**src/rtl/ps2_key_decoder_pkg.sv**
```systemverilog
// Shared PS/2 scan-code constants, prefix FSM encoding and small decode helpers
// for the keyboard decoder slice.
package ps2_key_decoder_pkg;

   localparam logic [7:0] PS2_E0 = 8'hE0;
   localparam logic [7:0] PS2_F0 = 8'hF0;
   localparam logic [7:0] PS2_E1 = 8'hE1;
   localparam logic [7:0] PS2_AA = 8'hAA;
   localparam logic [7:0] PS2_FA = 8'hFA;
   localparam logic [7:0] PS2_FE = 8'hFE;
   localparam logic [7:0] PS2_EE = 8'hEE;

   localparam logic [7:0] KEY_LSHIFT = 8'h12;
   localparam logic [7:0] KEY_RSHIFT = 8'h59;
   localparam logic [7:0] KEY_CTRL   = 8'h14;
   localparam logic [7:0] KEY_CAPS   = 8'h58;

   localparam logic [7:0] ASCII_NONE     = 8'hFF;
   localparam logic [7:0] ASCII_UNMAPPED = 8'hF1;

   // Bytes that follow E1 in the Pause make sequence
   localparam logic [2:0] PAUSE_SKIP = 3'd7;

   typedef enum logic [2:0] {
      ST_IDLE   = 3'd0,
      ST_EXT    = 3'd1,
      ST_BRK    = 3'd2,
      ST_EXTBRK = 3'd3,
      ST_PAUSE  = 3'd4
   } pfx_state_t;

   function automatic logic is_letter(input logic [7:0] c);
      return ((c >= 8'h61) && (c <= 8'h7A)) || ((c >= 8'h41) && (c <= 8'h5A));
   endfunction

   // Keyboard responses / BAT codes that carry no key information
   function automatic logic is_ignored(input logic [7:0] c);
      return (c == PS2_AA) || (c == PS2_FA) || (c == PS2_FE) ||
             (c == PS2_EE) || (c == 8'h00)  || (c == 8'hFF);
   endfunction

endpackage

```
**src/rtl/ps2_char_fifo.sv**
```systemverilog
// First-word-fall-through character FIFO; head is visible on o_rd_data while
// not empty. A write into a full FIFO is accepted only if a pop happens too.
module ps2_char_fifo #(
   parameter int WIDTH = 8,
   parameter int DEPTH = 8
) (
   input  logic                       clk,
   input  logic                       rst_n,
   input  logic                       i_wr_en,
   input  logic [WIDTH-1:0]           i_wr_data,
   input  logic                       i_rd_en,
   output logic [WIDTH-1:0]           o_rd_data,
   output logic [$clog2(DEPTH+1)-1:0] o_count,
   output logic                       o_full,
   output logic                       o_empty
);

   localparam int AW = $clog2(DEPTH);
   localparam int CW = $clog2(DEPTH+1);

   logic [WIDTH-1:0] r_mem [DEPTH];
   logic [AW-1:0]    r_wr_ptr;
   logic [AW-1:0]    r_rd_ptr;
   logic [CW-1:0]    r_count;
   logic             w_wr;
   logic             w_rd;

   assign o_full  = (r_count == CW'(DEPTH));
   assign o_empty = (r_count == '0);
   assign w_rd    = i_rd_en & ~o_empty;
   assign w_wr    = i_wr_en & (~o_full | w_rd);

   always_ff @(posedge clk or negedge rst_n) begin
      if (!rst_n) begin
         r_wr_ptr <= '0;
         r_rd_ptr <= '0;
         r_count  <= '0;
      end else begin
         if (w_wr) r_wr_ptr <= r_wr_ptr + AW'(1);
         if (w_rd) r_rd_ptr <= r_rd_ptr + AW'(1);
         case ({w_wr, w_rd})
            2'b10:   r_count <= r_count + CW'(1);
            2'b01:   r_count <= r_count - CW'(1);
            default: r_count <= r_count;
         endcase
      end
   end

   always_ff @(posedge clk) begin
      if (w_wr) r_mem[r_wr_ptr] <= i_wr_data;
   end

   assign o_rd_data = o_empty ? '0 : r_mem[r_rd_ptr];
   assign o_count   = r_count;

endmodule

```
**src/rtl/ps2ascii.sv**
```systemverilog
// Combinational scan-code set 2 to ASCII lookup. Returns ASCII_NONE for unknown
// codes and ASCII_UNMAPPED for known keys that have no character.
module ps2ascii
   import ps2_key_decoder_pkg::*;
(
   input  logic       i_shift,
   input  logic       i_extend,
   input  logic [7:0] i_code,
   output logic [7:0] o_ascii
);

   logic [15:0] w_pair;   // {unshifted, shifted}

   always_comb begin
      w_pair = {ASCII_NONE, ASCII_NONE};
      if (i_extend) begin
         case (i_code)
            8'h4A: w_pair = {8'h2F, 8'h2F};
            8'h5A: w_pair = {8'h0D, 8'h0D};
            8'h71: w_pair = {8'h7F, 8'h7F};
            8'h75, 8'h72, 8'h6B, 8'h74,
            8'h6C, 8'h69, 8'h7D, 8'h7A, 8'h70: w_pair = {ASCII_UNMAPPED, ASCII_UNMAPPED};
            default: w_pair = {ASCII_NONE, ASCII_NONE};
         endcase
      end else begin
         case (i_code)
            8'h1C: w_pair = {8'h61, 8'h41};  8'h32: w_pair = {8'h62, 8'h42};
            8'h21: w_pair = {8'h63, 8'h43};  8'h23: w_pair = {8'h64, 8'h44};
            8'h24: w_pair = {8'h65, 8'h45};  8'h2B: w_pair = {8'h66, 8'h46};
            8'h34: w_pair = {8'h67, 8'h47};  8'h33: w_pair = {8'h68, 8'h48};
            8'h43: w_pair = {8'h69, 8'h49};  8'h3B: w_pair = {8'h6A, 8'h4A};
            8'h42: w_pair = {8'h6B, 8'h4B};  8'h4B: w_pair = {8'h6C, 8'h4C};
            8'h3A: w_pair = {8'h6D, 8'h4D};  8'h31: w_pair = {8'h6E, 8'h4E};
            8'h44: w_pair = {8'h6F, 8'h4F};  8'h4D: w_pair = {8'h70, 8'h50};
            8'h15: w_pair = {8'h71, 8'h51};  8'h2D: w_pair = {8'h72, 8'h52};
            8'h1B: w_pair = {8'h73, 8'h53};  8'h2C: w_pair = {8'h74, 8'h54};
            8'h3C: w_pair = {8'h75, 8'h55};  8'h2A: w_pair = {8'h76, 8'h56};
            8'h1D: w_pair = {8'h77, 8'h57};  8'h22: w_pair = {8'h78, 8'h58};
            8'h35: w_pair = {8'h79, 8'h59};  8'h1A: w_pair = {8'h7A, 8'h5A};
            8'h45: w_pair = {8'h30, 8'h29};  8'h16: w_pair = {8'h31, 8'h21};
            8'h1E: w_pair = {8'h32, 8'h40};  8'h26: w_pair = {8'h33, 8'h23};
            8'h25: w_pair = {8'h34, 8'h24};  8'h2E: w_pair = {8'h35, 8'h25};
            8'h36: w_pair = {8'h36, 8'h5E};  8'h3D: w_pair = {8'h37, 8'h26};
            8'h3E: w_pair = {8'h38, 8'h2A};  8'h46: w_pair = {8'h39, 8'h28};
            8'h0E: w_pair = {8'h60, 8'h7E};  8'h4E: w_pair = {8'h2D, 8'h5F};
            8'h55: w_pair = {8'h3D, 8'h2B};  8'h54: w_pair = {8'h5B, 8'h7B};
            8'h5B: w_pair = {8'h5D, 8'h7D};  8'h5D: w_pair = {8'h5C, 8'h7C};
            8'h4C: w_pair = {8'h3B, 8'h3A};  8'h52: w_pair = {8'h27, 8'h22};
            8'h41: w_pair = {8'h2C, 8'h3C};  8'h49: w_pair = {8'h2E, 8'h3E};
            8'h4A: w_pair = {8'h2F, 8'h3F};  8'h29: w_pair = {8'h20, 8'h20};
            8'h5A: w_pair = {8'h0D, 8'h0D};  8'h66: w_pair = {8'h08, 8'h08};
            8'h0D: w_pair = {8'h09, 8'h09};  8'h76: w_pair = {8'h1B, 8'h1B};
            8'h05, 8'h06, 8'h04, 8'h0C, 8'h03, 8'h0B,
            8'h83, 8'h0A, 8'h01, 8'h09, 8'h78, 8'h07: w_pair = {ASCII_UNMAPPED, ASCII_UNMAPPED};
            default: w_pair = {ASCII_NONE, ASCII_NONE};
         endcase
      end
      o_ascii = i_shift ? w_pair[7:0] : w_pair[15:8];
   end

endmodule

```
**src/rtl/ps2_key_decoder.sv**
```systemverilog
// PS/2 scan-code decoder: prefix FSM, modifier/caps tracking, case and ctrl
// adjustment, and a character FIFO towards the CPU I/O port.
//
//   state     | meaning
//   ----------+------------------------------------------------
//   ST_IDLE   | waiting for a key code or prefix
//   ST_EXT    | E0 seen; next byte is an extended make (or F0)
//   ST_BRK    | F0 seen; next byte is a normal break
//   ST_EXTBRK | E0 F0 seen; next byte is an extended break
//   ST_PAUSE  | inside the Pause sequence; r_skip bytes left to swallow
module ps2_key_decoder
   import ps2_key_decoder_pkg::*;
#(
   parameter int FIFO_DEPTH  = 8,
   parameter int CAPS_ENABLE = 1,
   parameter int CTRL_ENABLE = 1
) (
   input  logic                            clk,
   input  logic                            rst_n,
   input  logic [7:0]                      code_in,
   input  logic                            code_valid,
   output logic [7:0]                      ascii_data,
   output logic                            ascii_valid,
   input  logic                            ascii_ready,
   output logic [$clog2(FIFO_DEPTH+1)-1:0] fifo_count,
   output logic                            caps_lock,
   output logic                            mod_shift,
   output logic                            mod_ctrl,
   output logic                            overflow,
   input  logic                            overflow_clr
);

   logic [1:0] r_rst_sync;
   logic       w_rst_n;

   // Reset asserts immediately, releases two clocks later in this domain
   always_ff @(posedge clk or negedge rst_n) begin
      if (!rst_n) r_rst_sync <= 2'b00;
      else        r_rst_sync <= {r_rst_sync[0], 1'b1};
   end
   assign w_rst_n = r_rst_sync[1];

   pfx_state_t r_state, w_state_nxt;
   logic [2:0] r_skip, w_skip_nxt;
   logic       w_make, w_brk, w_ext;

   always_ff @(posedge clk or negedge w_rst_n) begin
      if (!w_rst_n) begin
         r_state <= ST_IDLE;
         r_skip  <= '0;
      end else begin
         r_state <= w_state_nxt;
         r_skip  <= w_skip_nxt;
      end
   end

   always_comb begin
      w_state_nxt = r_state;
      w_skip_nxt  = r_skip;
      w_make      = 1'b0;
      w_brk       = 1'b0;
      w_ext       = 1'b0;
      if (code_valid) begin
         case (r_state)
            ST_IDLE: begin
               if (code_in == PS2_E0)      w_state_nxt = ST_EXT;
               else if (code_in == PS2_F0) w_state_nxt = ST_BRK;
               else if (code_in == PS2_E1) begin
                  w_state_nxt = ST_PAUSE;
                  w_skip_nxt  = PAUSE_SKIP;
               end else if (!is_ignored(code_in)) w_make = 1'b1;
            end
            ST_EXT: begin
               if (code_in == PS2_F0) w_state_nxt = ST_EXTBRK;
               else begin
                  w_make      = 1'b1;
                  w_ext       = 1'b1;
                  w_state_nxt = ST_IDLE;
               end
            end
            ST_BRK: begin
               w_brk       = 1'b1;
               w_state_nxt = ST_IDLE;
            end
            ST_EXTBRK: begin
               w_brk       = 1'b1;
               w_ext       = 1'b1;
               w_state_nxt = ST_IDLE;
            end
            ST_PAUSE: begin
               w_skip_nxt = r_skip - 3'd1;
               if (r_skip == 3'd1) w_state_nxt = ST_IDLE;
            end
            default: w_state_nxt = ST_IDLE;
         endcase
      end
   end

   logic w_is_lshift, w_is_rshift, w_is_fake_shift;
   logic w_is_lctrl, w_is_rctrl, w_is_caps, w_is_mod;
   logic r_lshift, r_rshift, r_lctrl, r_rctrl, r_caps, r_caps_held;

   assign w_is_lshift     = (code_in == KEY_LSHIFT) & ~w_ext;
   assign w_is_fake_shift = (code_in == KEY_LSHIFT) &  w_ext;
   assign w_is_rshift     = (code_in == KEY_RSHIFT) & ~w_ext;
   assign w_is_lctrl      = (code_in == KEY_CTRL)   & ~w_ext;
   assign w_is_rctrl      = (code_in == KEY_CTRL)   &  w_ext;
   assign w_is_caps       = (code_in == KEY_CAPS)   & ~w_ext;
   assign w_is_mod        = w_is_lshift | w_is_rshift | w_is_fake_shift |
                            w_is_lctrl  | w_is_rctrl  | w_is_caps;

   always_ff @(posedge clk or negedge w_rst_n) begin
      if (!w_rst_n) begin
         r_lshift    <= 1'b0;
         r_rshift    <= 1'b0;
         r_lctrl     <= 1'b0;
         r_rctrl     <= 1'b0;
         r_caps      <= 1'b0;
         r_caps_held <= 1'b0;
      end else if (w_make | w_brk) begin
         if (w_is_lshift) r_lshift <= w_make;
         if (w_is_rshift) r_rshift <= w_make;
         if (w_is_lctrl)  r_lctrl  <= w_make;
         if (w_is_rctrl)  r_rctrl  <= w_make;
         if (w_is_caps) begin
            // Typematic repeats of caps arrive with r_caps_held set
            if (w_make && !r_caps_held && (CAPS_ENABLE != 0)) r_caps <= ~r_caps;
            r_caps_held <= w_make;
         end
      end
   end

   logic [7:0] w_lookup, w_char_case, w_char;
   logic       w_push;
   logic       r_push_valid;
   logic [7:0] r_push_data;

   ps2ascii u_lookup (
      .i_shift  (mod_shift),
      .i_extend (w_ext),
      .i_code   (code_in),
      .o_ascii  (w_lookup)
   );

   assign w_char_case = (r_caps && is_letter(w_lookup)) ? (w_lookup ^ 8'h20) : w_lookup;
   assign w_char      = ((CTRL_ENABLE != 0) && mod_ctrl && is_letter(w_char_case)) ?
                        (w_char_case & 8'h1F) : w_char_case;
   assign w_push      = w_make & ~w_is_mod &
                        (w_lookup != ASCII_NONE) & (w_lookup != ASCII_UNMAPPED);

   always_ff @(posedge clk or negedge w_rst_n) begin
      if (!w_rst_n) begin
         r_push_valid <= 1'b0;
         r_push_data  <= '0;
      end else begin
         r_push_valid <= w_push;
         r_push_data  <= w_char;
      end
   end

   logic w_fifo_full, w_fifo_empty, w_drop, r_overflow;

   ps2_char_fifo #(
      .WIDTH (8),
      .DEPTH (FIFO_DEPTH)
   ) u_fifo (
      .clk       (clk),
      .rst_n     (w_rst_n),
      .i_wr_en   (r_push_valid),
      .i_wr_data (r_push_data),
      .i_rd_en   (ascii_ready),
      .o_rd_data (ascii_data),
      .o_count   (fifo_count),
      .o_full    (w_fifo_full),
      .o_empty   (w_fifo_empty)
   );

   // A full FIFO only frees a slot when the consumer pops in the same cycle
   assign w_drop = r_push_valid & w_fifo_full & ~ascii_ready;

   always_ff @(posedge clk or negedge w_rst_n) begin
      if (!w_rst_n)          r_overflow <= 1'b0;
      else if (w_drop)       r_overflow <= 1'b1;
      else if (overflow_clr) r_overflow <= 1'b0;
   end

   assign ascii_valid = ~w_fifo_empty;
   assign caps_lock   = r_caps;
   assign mod_shift   = r_lshift | r_rshift;
   assign mod_ctrl    = r_lctrl | r_rctrl;
   assign overflow    = r_overflow;

endmodule

```
**config.mk**
```make
export PLATFORM = sky130hd
export DESIGN_NAME = ps2_key_decoder
export DESIGN_NICKNAME = d
export VERILOG_FILES = /design/src/rtl/ps2_key_decoder_pkg.sv /design/src/rtl/ps2_char_fifo.sv /design/src/rtl/ps2ascii.sv /design/src/rtl/ps2_key_decoder.sv
export SDC_FILE = /design/constraint.sdc
export NUM_CORES = 1
export LEC_CHECK = 0
export ABC_AREA = 0
export BUFFER_PORTS_ARGS = -buffer_cell sky130_fd_sc_hd__buf_2
export CORE_AREA = 3 3 118 131
export DETAILED_ROUTE_END_ITERATION = 7
export DIE_AREA = 0 0 121 134
export GPL_TIMING_DRIVEN = 1
export PLACE_DENSITY_LB_ADDON = 0.05
export SLEW_MARGIN = 10
export SYNTH_ARGS = -nofsm -noshare
export SYNTH_HDL_FRONTEND = slang
export SYNTH_MEMORY_MAX_BITS = 65536
export SYNTH_SLANG_ARGS = --single-unit
```
**constraint.sdc**
```tcl
create_clock -name clk -period 2.5 [get_ports clk]
set_input_delay 0.5 -clock clk [delete_from_list [all_inputs] [get_ports clk]]
set_output_delay 0.5 -clock clk [all_outputs]
set_load 0.01 [all_outputs]
```
### After elaboration in Yosys (flattened, before gate mapping)

Memories as Yosys holds them, arrays and structs flattened.
Cells that the tools add are included.

| operators by class | value |
|---|---|
| add/sub/neg operators | 5 |
| multiply operators | 0 |
| div/mod/pow operators | 0 |
| $lt $le $gt $ge | 8 |
| equality and inequality tests | 39 |
| shift-type cells | 0 |
| muxes and demuxes | 32 |
| bitwise logic cells | 29 |
| reductions and logical operators | 31 |

Operator list:

| kind | count |
|---|---|
| 8-bit by 7-bit == test with 1-bit output (second input constant) | 14 |
| 8-bit == test (second input constant) | 8 |
| 16-bit one-hot mux with 4 select lines | 1 |
| 8-bit by 7-bit >= comparator with 1-bit output (second input constant) | 4 |
| 8-bit by 7-bit less-or-equal comparator with 1-bit output (second input constant) | 4 |
| 8-bit two-way mux | 3 |
| 3-bit two-way mux | 7 |
| 8-bit by 5-bit == test with 1-bit output (second input constant) | 2 |
| 16-bit two-way mux | 1 |
| 8-bit inequality test (second input constant) | 2 |
| 1-bit bitwise AND | 13 |
| 1-bit two-way mux | 13 |
| 2-bit AND reduction | 5 |
| 1-bit OR | 9 |
| 3-bit one-hot mux with 3 select lines | 1 |
| 9-bit OR reduction | 1 |
| 8-bit zero test | 1 |
| 2-bit inequality test (second input constant) | 4 |
| 4-bit one-hot mux with 2 select lines | 1 |
| 1-bit logical AND | 7 |
| 1-bit logical OR | 7 |
| 1-bit NOT | 7 |
| 3-bit by 1-bit adder with 3-bit output (second input constant) | 2 |
| 3-bit by 1-bit == test with 1-bit output (second input constant) | 2 |
| other kinds (20) | 25 |

| storage, ports and cells | value |
|---|---|
| flip-flop bits (word level) | 34 |
| latch bits | 0 |
| RAM bits | 64 |
| ROM bits | 4,096 |
| output and inout port bits | 17 |
| logic and storage cells | 161 |
| memories | 2 |

Memory list:

| name | depth | width | rd ports | clocked after Yosys merged registers in | wr ports | line | text |
|---|---|---|---|---|---|---|---|
| (no name shown) | 256 | 16 | 1 | 0 | 0 | ps2ascii.sv:26 | `case (i_code)` |
| u_fifo.r_mem | 8 | 8 | 1 | 0 | 1 | ps2_char_fifo.sv:21 | `logic [WIDTH-1:0] r_mem [DEPTH];` |

### Depth between registers and ports, before layout

Gate-level depths: netlist of the first run.

| logic depth | value |
|---|---|
| word-level depth | 16 |
| mapped depth | 13 |
| depth with buffers taken out | 11 |

### Hierarchy

A second synthesis of the first run with hierarchy kept.

| second synthesis, totals | value |
|---|---|
| cells, all modules | 591 |
| area total of the unflattened synthesis | 6,217.2 sq um |

Modules (own cells, without submodules):

| module | times used | cells an instance | area each (sq um) | seq. area each (sq um) |
|---|---|---|---|---|
| ps2_char_fifo | 1 | 160 | 3,055.4 | 2,172.1 |
| ps2ascii | 1 | 298 | 1,840.5 | 0.0 |
| ps2_key_decoder | 1 | 133 | 1,321.3 | 600.6 |

### Worst setup path after synthesis of the first run

No wires, ideal clock.

| timing path | value |
|---|---|
| path kind | input-to-reg |
| start | input code_in[0] |
| end | register r_push_data[5] |
| library setup time | 0.105 ns |
| data arrival time | 2.925 ns |
| path slack | -0.530 ns |
| stages on the path | 12 |
| cells stage by stage | clkbuf_1 > inv_1 > ha_1 > clkbuf_1 > nand2_1 > a31oi_1 > a221oi_1 > o311ai_1 > nand2_1 > a2111oi_1 > a2111oi_0 > nor4b_1 |

| on the way | value |
|---|---|
| longest elaborated chain between the ends | 16 |

RTL lines:

| what | line | text |
|---|---|---|
| start, declared | ps2_key_decoder.sv:20 | `input logic [7:0] code_in,` |
| branches (longest 4 deep; another with memory read 256 x 16 bit) | n/a |  |
| 16-bit two-way mux (*) | ps2ascii.sv:16 | `if (i_extend) begin` |
| 8-bit two-way mux (*) | ps2ascii.sv:58 | `o_ascii = i_shift ? w_pair[7:0] : w_pair[15:8];` |
| 8-bit by 7-bit >= comparator with 1-bit output or 8-bit by 7-bit less-or-equal comparator with 1-bit output (tied branches) | ps2_key_decoder_pkg.sv:33 | `return ((c >= 8'h61) && (c <= 8'h7A)) \|\| ((c >= 8'h41) && (c <= 8'h5A));` |
| 1-bit logical AND | ps2_key_decoder_pkg.sv:33 |  |
| 1-bit logical OR | ps2_key_decoder_pkg.sv:33 |  |
| 1-bit logical AND | ps2_key_decoder.sv:145 | `assign w_char_case = (r_caps && is_letter(w_lookup)) ? (w_lookup ^ 8'h20) : w_lookup;` |
| 6-bit two-way mux | ps2_key_decoder.sv:145 |  |
| 8-bit by 7-bit >= comparator with 1-bit output or 8-bit by 7-bit less-or-equal comparator with 1-bit output (tied branches) | ps2_key_decoder_pkg.sv:33 |  |
| 1-bit logical AND | ps2_key_decoder_pkg.sv:33 |  |
| 1-bit logical OR | ps2_key_decoder_pkg.sv:33 |  |
| 1-bit logical AND | ps2_key_decoder.sv:146 | `assign w_char = ((CTRL_ENABLE != 0) && mod_ctrl && is_letter(w_char_case)) ?` |
| 8-bit two-way mux (*) | ps2_key_decoder.sv:146 |  |
| named net w_char[5] | ps2_key_decoder.sv:133 | `logic [7:0] w_lookup, w_char_case, w_char;` |
| end signal, assigned | ps2_key_decoder.sv:157 | `r_push_data <= w_char;` |
| end, declared | ps2_key_decoder.sv:136 | `logic [7:0] r_push_data;` |

Mark *: on every way through the listed nets, which the timed path passes.
A chain may end at the register's enable or synchronous reset.

### Worst setup path after layout of the first run

| timing path | value |
|---|---|
| start | input code_in[1] |
| end | register r_push_data[5] |

Same word-level chain as after synthesis.

==> parameters.txt, run 1 <==
Parameter                              Value

Run status
  Outcome    finished, violations left
  Violations in the final reports    setup timing

Critical path
  Cell repeated most along the worst path    sky130_fd_sc_hd__a211o_1
  R2r worst-path depth    9
  Worst setup endpoint    r_push_data[5]$_DFF_PN0_
  Origin of the critical flop-to-flop path    r_rshift$_DFFE_PN0P_
  Capturing point of the worst reg2reg path    r_push_data[5]$_DFF_PN0_
  Required time of the worst setup path    2.75 ns
  Cell with the largest stage delay on the worst path    sky130_fd_sc_hd__a311oi_1
  Endpoint type of the worst setup path    register
  R2R Setup Slk    -0.03 ns
  Arrival time of data at the critical path endpoint    2.96 ns
  CP max FO    4
  Buf+Inv Stages, Crit Path    4
  Crit Path Category    input port to register
  Nature of the critical path startpoint    input port
  Delay of the slowest cell on the worst path    around 0.32 ns
  Chain of cells forming the critical path    buf_8 > clkinvlp_4 > buf_6 > ha_4 > nand2_1 > buf_4 > a211o_1 > a311oi_1 > a31o_1 > o211ai_1 > a211o_1 > o221a_1 > nor4b_2
  Worst Setup SP    code_in[1]
  WP depth    13
  CP delay by family, top    compound AO/OA/AOI/OAI gates

Floorplan
  Effective utilization at floorplan    0.4446
  Total number of placement rows    46
  Placeable Area    14330 um^2
  Die footprint    around 16000 um^2
  Die Width    121 um
  Top-Level Pins    30
  Die Span Y    between 100 and 150 um

Global route
  Antenna violations before repair    0
  Largest net degree at the start of global routing    33
  Wire length of the first global-routing pass    32270 um
  Leftover overflow at the end of global routing    0
  GR Util All Layers    0.2581
  Via count of the first global-routing pass    5866

STA
  Actual transition at the worst max-transition pin    0.5319 ns
  Hold violation count in the final report    0
  Hold_ws    between 0.2 and 0.3 ns
  Relative slew slack    0.6362
  Post-route setup TNS    -0.5141 ns
  Setup repair after global routing missed its margin    true
  Final period utilization    1.087
  Number of slew-limit violations in the final report    0
  Highest clock frequency the design can meet    ~370 MHz
  Max Clock Skew    0.01020 ns
  Finish-stage setup viols    3
  Setup slack after layout    -0.2167 ns
  Min cycle time layout    2.717 ns

Detailed routing
  Number of vias after detailed routing    5792
  Vias per Instance    between 5 and 6
  DR DRC count    0
  Number of nets with antenna violations after detailed routing    0
  Total wire length after detailed routing    ~21000 um
  Number of detailed-route iterations in the first pass    5
  DR WL/cell    21.07 um
  Drt initial violations    491

Logic synthesis
  Net count of the mapped netlist    638
  Post-synthesis sequential area ratio    0.4351
  Synthesis Warnings    0
  Syn avg cell area    10.48 um^2
  Share of synthesized registers carrying an async set or reset    0.3469
  Leading register cell type out of synthesis    sky130_fd_sc_hd__edfxtp_1
  Number of register bits inferred by synthesis    98
  Cell Area, Synth    between 6000 and 7000 um^2
  Post-synth EDFFs    64
  Synthesized netlist cell count    608
  Count of distinct cell types in the synthesized netlist    86

Final layout
  Final instance count without filler cells    just under 1k
  Sequential Area    2775 um^2
  Fill cell total of the finished layout    about 1.2k
  Layout Area Growth over Synthesis    39.82%
  Multi-input gate area    3787 um^2
  Share of post-route cells with drive strength above 1    0.4259
  Nets    roughly 820
  Post-route standard cell area excluding fillers    8910 um^2
  Count of inserted antenna diode cells    0

Placement
  Number of cells after detailed placement    951
  Detailed-placement wirelength estimate    15750 um
  Weighted congestion reported at the end of routability-driven placement    between 0.9 and 1
  Placement-stage cell area    7933 um^2
  Setup slack at placement    -0.7906 ns
  Port Buffers    29

CTS
  CTS root buf    sky130_fd_sc_hd__clkbuf_16
  Maximum root-to-sink buffer count    2
  CTS tree    done
  Num Clock Sinks    98
  Clock Pin Slew Worst Setup and Hold Paths    0.07 ns
  Worst skew pair latency    0.34 ns
  Number of levels the H-tree was split into    3
  Num CTS Buffers    9

Flow run
  Max-capacitance violation count    0

Hold path
  Hold/Removal Path Class    register to async pin

Power and ir drop
  Max VDD drop    0.4355 mV
  Standby leakage power    about 3.5 nW
  Power per cell area    697.0 nW/um^2
==> registers in the layout, summed over array words and instances, names as in the netlist <==
signal,count
u_fifo.r_mem,64
r_push_data,8
u_fifo.o_count,4
r_skip,3
r_state,3
u_fifo.r_rd_ptr,3
u_fifo.r_wr_ptr,3
r_rst_sync,2
caps_lock,1
overflow,1
r_caps_held,1
r_lctrl,1
r_lshift,1
r_push_valid,1
r_rctrl,1
r_rshift,1
==> timing repair <==
action / in CTS / in global routing
setup endpoints to repair: 5 / 6
resized for setup: 66 / 37
endpoints found under the hold margin: 2 / 0
hold buffers: 1 / 0
setup buffers: 7 / 8
pin swaps: 31 / 24
==> logic make-up (layout without fill, tap and decap cells) <==
family / after synthesis / count (layout) / share of synthesized area
and+or+nand+nor: 220 / 220 / 0.1854
AOI/OAI and AO/OA: 156 / 156 / 0.1834
DFF: 98 / 98 / 0.4351
buffers and inverters: 70 / 251 / 0.05635
muxes: 36 / 36 / 0.09091
adders and majority gates: 17 / 17 / 0.03456
xor gates and xnor gates: 10 / 10 / 0.01374
other: 1 / 1 / 0.0005885
==> cell type report <==
type,count,area share
tap,192,0.02696
timing repair buffer,213,0.1872
clock buffer,9,0.02528
sequential,98,0.3115
inverter,23,0.01123
clock inverter,6,0.01278
multi-input combinational,440,0.4251
==> routing by layer <==
layer | part of all wire | wire length, um | track usage
met3 | 0.044 | 911 | 0.04302
met5 | 0 | 0 | 0
met1 | 0.40 | 8195 | 0.3073
met2 | 0.51 | 10610 | 0.4566
met4 | 0.046 | 957 | 0.1140
==> layout by cell type (no fill, tap or decap), types with 5 or more instances in the layout <==
cell type                   instances
sky130_fd_sc_hd__xnor2_1            5
sky130_fd_sc_hd__o211ai_1           8
sky130_fd_sc_hd__edfxtp_1          64
sky130_fd_sc_hd__and3_1             5
sky130_fd_sc_hd__nand2_1           43
sky130_fd_sc_hd__a31oi_1           10
sky130_fd_sc_hd__nor2_1            35
sky130_fd_sc_hd__nor2b_1           16
sky130_fd_sc_hd__mux2i_1           14
sky130_fd_sc_hd__nor3_1            12
sky130_fd_sc_hd__o311ai_1           6
sky130_fd_sc_hd__mux4_2            17
sky130_fd_sc_hd__dfrtp_1           32
sky130_fd_sc_hd__a21oi_1           15
sky130_fd_sc_hd__o21ai_0           26
sky130_fd_sc_hd__ha_4               6
sky130_fd_sc_hd__buf_4            167
sky130_fd_sc_hd__nand2b_1          24
sky130_fd_sc_hd__clkbuf_16          9
sky130_fd_sc_hd__ha_1               9
sky130_fd_sc_hd__a311oi_1           6
sky130_fd_sc_hd__nand3b_1           7
sky130_fd_sc_hd__buf_12             6
sky130_fd_sc_hd__nand3_1           21
sky130_fd_sc_hd__nand4_1            9
sky130_fd_sc_hd__buf_6             11
sky130_fd_sc_hd__inv_1             16
sky130_fd_sc_hd__and2_1             5
sky130_fd_sc_hd__buf_2             26
==> synthesized netlist by cell type, types with 9 or more instances <==
| master | instances | area share |
|---|---|---|
| sky130_fd_sc_hd__a21oi_1 | 17 | 0.013 |
| sky130_fd_sc_hd__a31oi_1 | 13 | 0.013 |
| sky130_fd_sc_hd__buf_2 | 17 | 0.013 |
| sky130_fd_sc_hd__clkbuf_1 | 12 | 0.0071 |
| sky130_fd_sc_hd__dfrtp_1 | 34 | 0.13 |
| sky130_fd_sc_hd__edfxtp_1 | 64 | 0.30 |
| sky130_fd_sc_hd__ha_1 | 16 | 0.031 |
| sky130_fd_sc_hd__inv_1 | 18 | 0.011 |
| sky130_fd_sc_hd__mux2i_1 | 14 | 0.022 |
| sky130_fd_sc_hd__mux4_2 | 17 | 0.060 |
| sky130_fd_sc_hd__nand2_1 | 46 | 0.027 |
| sky130_fd_sc_hd__nand2b_1 | 25 | 0.025 |
| sky130_fd_sc_hd__nand3_1 | 25 | 0.020 |
| sky130_fd_sc_hd__nand4_1 | 9 | 0.0088 |
| sky130_fd_sc_hd__nor2_1 | 36 | 0.021 |
| sky130_fd_sc_hd__nor2b_1 | 21 | 0.021 |
| sky130_fd_sc_hd__nor3_1 | 13 | 0.010 |
| sky130_fd_sc_hd__o21ai_0 | 33 | 0.026 |
==> power breakdown <==
part | switching (mW) | internal [mW] | total, mW
sequential | 0.282 | 2.04 | 2.32
clock | 0.582 | 0.979 | 1.56
combinational | 1.15 | 1.17 | 2.33
total | 2.02 | 4.19 | 6.21
==> worst reg2reg max path, cell delays in order, from the launching register on <==
cell and delay (ns):
sky130_fd_sc_hd__dfrtp_1 0.41, sky130_fd_sc_hd__nor2_2 0.15, sky130_fd_sc_hd__inv_2 0.08, sky130_fd_sc_hd__a211o_1 0.32
sky130_fd_sc_hd__a311oi_1 0.32, sky130_fd_sc_hd__a31o_1 0.18, sky130_fd_sc_hd__o211ai_1 0.15, sky130_fd_sc_hd__a211o_1 0.31
sky130_fd_sc_hd__o221a_1 0.27, sky130_fd_sc_hd__nor4b_2 0.24
==> worst min-delay path by stage <==
stage / startpoint / to / slack (ns) / depth (start not counted)
6_report: r_rst_sync[1]$_DFF_PN0_ / r_lshift$_DFFE_PN0P_ / 0.30 / 1
5_1_grt: r_rst_sync[1]$_DFF_PN0_ / r_lshift$_DFFE_PN0P_ / 0.34 / 1
4_1_cts: r_rst_sync[1]$_DFF_PN0_ / r_lctrl$_DFFE_PN0P_ / 0.32 / 1
3_5_place_dp: rst_n / r_rst_sync[0]$_DFF_PN0_ / 0.29 / 1
3_3_place_gp: r_rst_sync[1]$_DFF_PN0_ / r_rshift$_DFFE_PN0P_ / 0.28 / 1
2_1_floorplan: rst_n / r_rst_sync[0]$_DFF_PN0_ / 0.20 / 0
==> per-stage QoR <==
step	power [mW]	util
after floorplan	3.662	-
after global placement	4.433	0.5535
after detailed placement	4.497	0.5535
after CTS	6.151	0.6021
after global routing	6.583	0.6217
final	6.210	0.6217
(Power assumes the default switching activity.)
==> inputs of run 2 (changes only) <==
Settings changed: CORE_AREA 3 3 118 131 to 3 3 117 130, DIE_AREA 0 0 121 134 to 0 0 120 133, RECOVER_POWER from default to 25, SYNTH_HIERARCHICAL from default to 1.
==> run 2 against run 1 <==
The run ends with capacitance limit, slew limit, setup timing left. Clock power fell by 13%. Clock-buffer cell count did not move. Critical path depth fell by 1. Hold slack improved by 0.058 ns. Die area fell by 1.6%. Combinational power fell by 7%. Power fell by 6.7%. Register-to-register slack got worse by 0.44 ns. Final cell count fell by 4.4%. Setup slack got worse by 0.31 ns. Largest cell class unchanged. Largest power group is now registers.
==> parameters.txt, run 2 <==
Parameter                              Value

Critical path
  Endpoint type of the worst setup path    register
  Delay of the slowest cell on the worst path    0.54 ns
  Nature of the critical path startpoint    input port
  Buf+Inv Stages, Crit Path    3
  CP delay by family, top    compound AO/OA/AOI/OAI gates
  Cell with the largest stage delay on the worst path    sky130_fd_sc_hd__or4b_4
  Crit Path Category    input port to register
  Arrival time of data at the critical path endpoint    3.25 ns
  Chain of cells forming the critical path    buf_2 > buf_4 > buf_12 > or2_1 > a21oi_4 > a311oi_1 > a2111oi_2 > o21ai_1 > a31oi_1 > nor4_1 > or4b_4 > o21a_1
  Required time of the worst setup path    2.72 ns
  CP max FO    31

Logic synthesis
  Top-area cell type share of the netlist area    0.3091
  Count of distinct cell types in the synthesized netlist    94
  Largest area contributor in the netlist    sky130_fd_sc_hd__edfxtp_1
  Post-synth EDFFs    64
  Number of register bits inferred by synthesis    98
  Leading cell types by count after synthesis    64 x sky130_fd_sc_hd__edfxtp_1, 47 x sky130_fd_sc_hd__nor2_1, 45 x sky130_fd_sc_hd__nand2_1
  Count leader, synth    sky130_fd_sc_hd__edfxtp_1
  Syn avg cell area    10.52 um^2
  Synthesized netlist cell count    591
  Synthesis Warnings    6
  Share of synthesized registers carrying an async set or reset    0.3469
  Net count of the mapped netlist    619
  Post-synthesis sequential area ratio    0.4460
  Leading register cell type out of synthesis    sky130_fd_sc_hd__edfxtp_1
  Cell Area, Synth    6217 um^2
  Biggest area contributors in the synthesized netlist    sky130_fd_sc_hd__edfxtp_1 31%, sky130_fd_sc_hd__dfrtp_1 14%, sky130_fd_sc_hd__mux4_2 5.8%, sky130_fd_sc_hd__ha_1 3.0%, sky130_fd_sc_hd__a21oi_1 2.9%

Final layout
  Flip-flop count of the largest register, all copies and words added    64
  Commonest cells after routing, fill and taps aside    152 x sky130_fd_sc_hd__buf_4, 64 x sky130_fd_sc_hd__edfxtp_1, 45 x sky130_fd_sc_hd__nor2_1, 44 x sky130_fd_sc_hd__nand2_1
  Layout Area Growth over Synthesis    28.62%
  Final instance count without filler cells    938
  Count of inserted antenna diode cells    0
  Biggest register    u_fifo/r_mem
  Nets    773
  Most common library cell in the layout ignoring fill and taps    sky130_fd_sc_hd__buf_4
  Share of post-route cells with drive strength above 1    0.3640

Detailed routing
  Number of detailed-route iterations in the first pass    5
  DR WL/cell    19.55 um
  Vias per Instance    5.722
  Number of vias after detailed routing    5367
  Number of nets with antenna violations after detailed routing    0
  DR DRC count    0
  Drt initial violations    488
  Total wire length after detailed routing    18340 um

STA
  Highest clock frequency the design can meet    330.2 MHz
  Hold violation count in the final report    0
  Final period utilization    1.211
  Finish-stage setup viols    3
  Max Clock Skew    about 0.014 ns
  Relative slew slack    -0.1828
  Number of slew-limit violations in the final report    33
  Setup slack after layout    -0.5282 ns
  Min cycle time layout    a little over 3 ns
  Setup repair after global routing missed its margin    true
  Actual transition at the worst max-transition pin    1.774 ns

Global route
  Via count of the first global-routing pass    5364
  Largest net degree at the start of global routing    33
  Leftover overflow at the end of global routing    0
  Wire length of the first global-routing pass    between 20000 and 30000 um
  Antenna violations before repair    0
  GR Util All Layers    0.2364

Run status
  Outcome    finished, violations left
  Violations in the final reports    capacitance limit, slew limit, setup timing

CTS
  Maximum root-to-sink buffer count    2
  Num CTS Buffers    9
  Clock Pin Slew Worst Setup and Hold Paths    0.08 ns
  CTS tree    done
  Num Clock Sinks    between 90 and 100
  Worst skew pair latency    0.34 ns
  Number of levels the H-tree was split into    3
  CTS root buf    sky130_fd_sc_hd__clkbuf_16

Power and ir drop
  Total power    between 5 and 6 mW
  Sw Ratio    0.3407
  Psw    1.974 mW
  Standby leakage power    about 3.2 nW
  Sequential share of power    0.391
  Clock share of power    0.235
  Max VDD drop    0.4195 mV
  Share of power burned in combinational logic    0.375
  Internal power contribution    3.818 mW
  Power per cell area    between 700 and 800 nW/um^2

Floorplan
  Die Span Y    133 um
  Effective utilization at floorplan    0.4471
  Placeable Area    13910 um^2
  Top-Level Pins    30
  Die footprint    15960 um^2
  Die Width    120 um
  Total number of placement rows    45

Flow run
  Max-capacitance violation count    1

Placement
  Weighted congestion reported at the end of routability-driven placement    0.9558
  Port Buffers    29
  Detailed-placement wirelength estimate    14220 um
  Number of cells after detailed placement    approximately 910

Hold path
  Hold/Removal Path Class    input port to register
## run 2: changes by cell type in the layout (fill, tap and decap cells not counted), sizes merged, moves of 6 or more
cell / before / now
nand3: 25 / 17
buf: 212 / 184
o311ai: 12 / 3
clkinv: 1 / 7
nor2: 38 / 47
nor2b: 21 / 9
a21oi: 19 / 38
## run 2: area by class of cell
class,count,area (um^2)
Clock inverter,7,86.33
Multi-Input combinational cell,427,3218
Fill cell,1240,5911
Inverter,22,87.58
Clock buffer,9,225.2
Timing Repair Buffer,187,1370
Tap cell,188,235.2
Sequential cell,98,2774
## run 2: power groups by stage
stage               registers (mW)  logic (mW)  clock network, mW
finish                        2.26        2.17               1.36
floorplan                     2.21        1.41                  0
global route                  2.30        2.39               1.48
detailed placement            2.30        2.13                  0
CTS                           2.27        2.15               1.39
global placement              2.29        2.10                  0
## run 2: worst paths after layout
path | from | slack (ns) | to | cells past startpoint
min reg2reg | r_rst_sync[0]$_DFF_PN0_ | 0.37 | r_rst_sync[1]$_DFF_PN0_ | 0
max | code_in[3] | -0.53 | r_push_data[6]$_DFF_PN0_ | 12
max in group asynchronous | r_rst_sync[1]$_DFF_PN0_ | 0.54 | u_fifo/r_rd_ptr[1]$_DFFE_PN0P_ | 1
max reg2reg | r_rshift$_DFFE_PN0P_ | -0.47 | r_push_data[6]$_DFF_PN0_ | 9
min in group asynchronous | rst_n | 0.47 | r_rst_sync[0]$_DFF_PN0_ | 2
min | overflow_clr | 0.35 | overflow$_DFFE_PN0P_ | 2
## run 2: logic make-up after synthesis
family                   Yosys count  share of synthesized area
AO/OA/AOI/OAI                    169                     0.1894
buffers and inverters             66                    0.05695
flip-flops                        98                     0.4460
multiplexers                      32                    0.08513
other                              1                  0.0006032
adder cells (fa/ha/maj)           15                    0.03019
XOR/XNOR                          11                    0.01550
AND/OR/NAND/NOR                  199                     0.1763
## run 2: what timing repair did
action | in CTS | in global routing
setup endpoints to repair | 5 | 7
resized for setup | 16 | 10
hold buffers | 1 | 0
gates cloned | 0 | 0
endpoints found under the hold margin | 2 | 0
setup buffers | 4 | 4
pin swaps | 9 | 4
## run 2: routing by layer
metal  global-route usage  wire (um)  part of all wire  up-vias
met5                    0          0                 0        -
met2               0.4014       9179              0.50      158
li1                     -          -                 -     2557
met4              0.06111        412             0.022        0
met3              0.02907        810             0.044       31
met1               0.3210       7935              0.43     2621
## run 2: per-stage QoR
| step | area (um^2) | hold WS, ns | worst slack, ns | utilization | setup TNS [ns] |
|---|---|---|---|---|---|
| finish | 7996 | 0.3539 | -0.5282 | 0.5750 | -1.368 |
| CTS | 7941 | 0.3055 | -0.4183 | 0.5710 | -1.145 |
| global placement | 7536 | 0.2749 | -0.9241 | 0.5419 | -3.612 |
| global route | 7996 | 0.3357 | -0.6197 | 0.5750 | -1.754 |
| detailed placement | 7536 | 0.2925 | -0.8940 | 0.5419 | -3.252 |
| floorplan | 6252 | 0.2044 | -0.6204 | - | -1.582 |
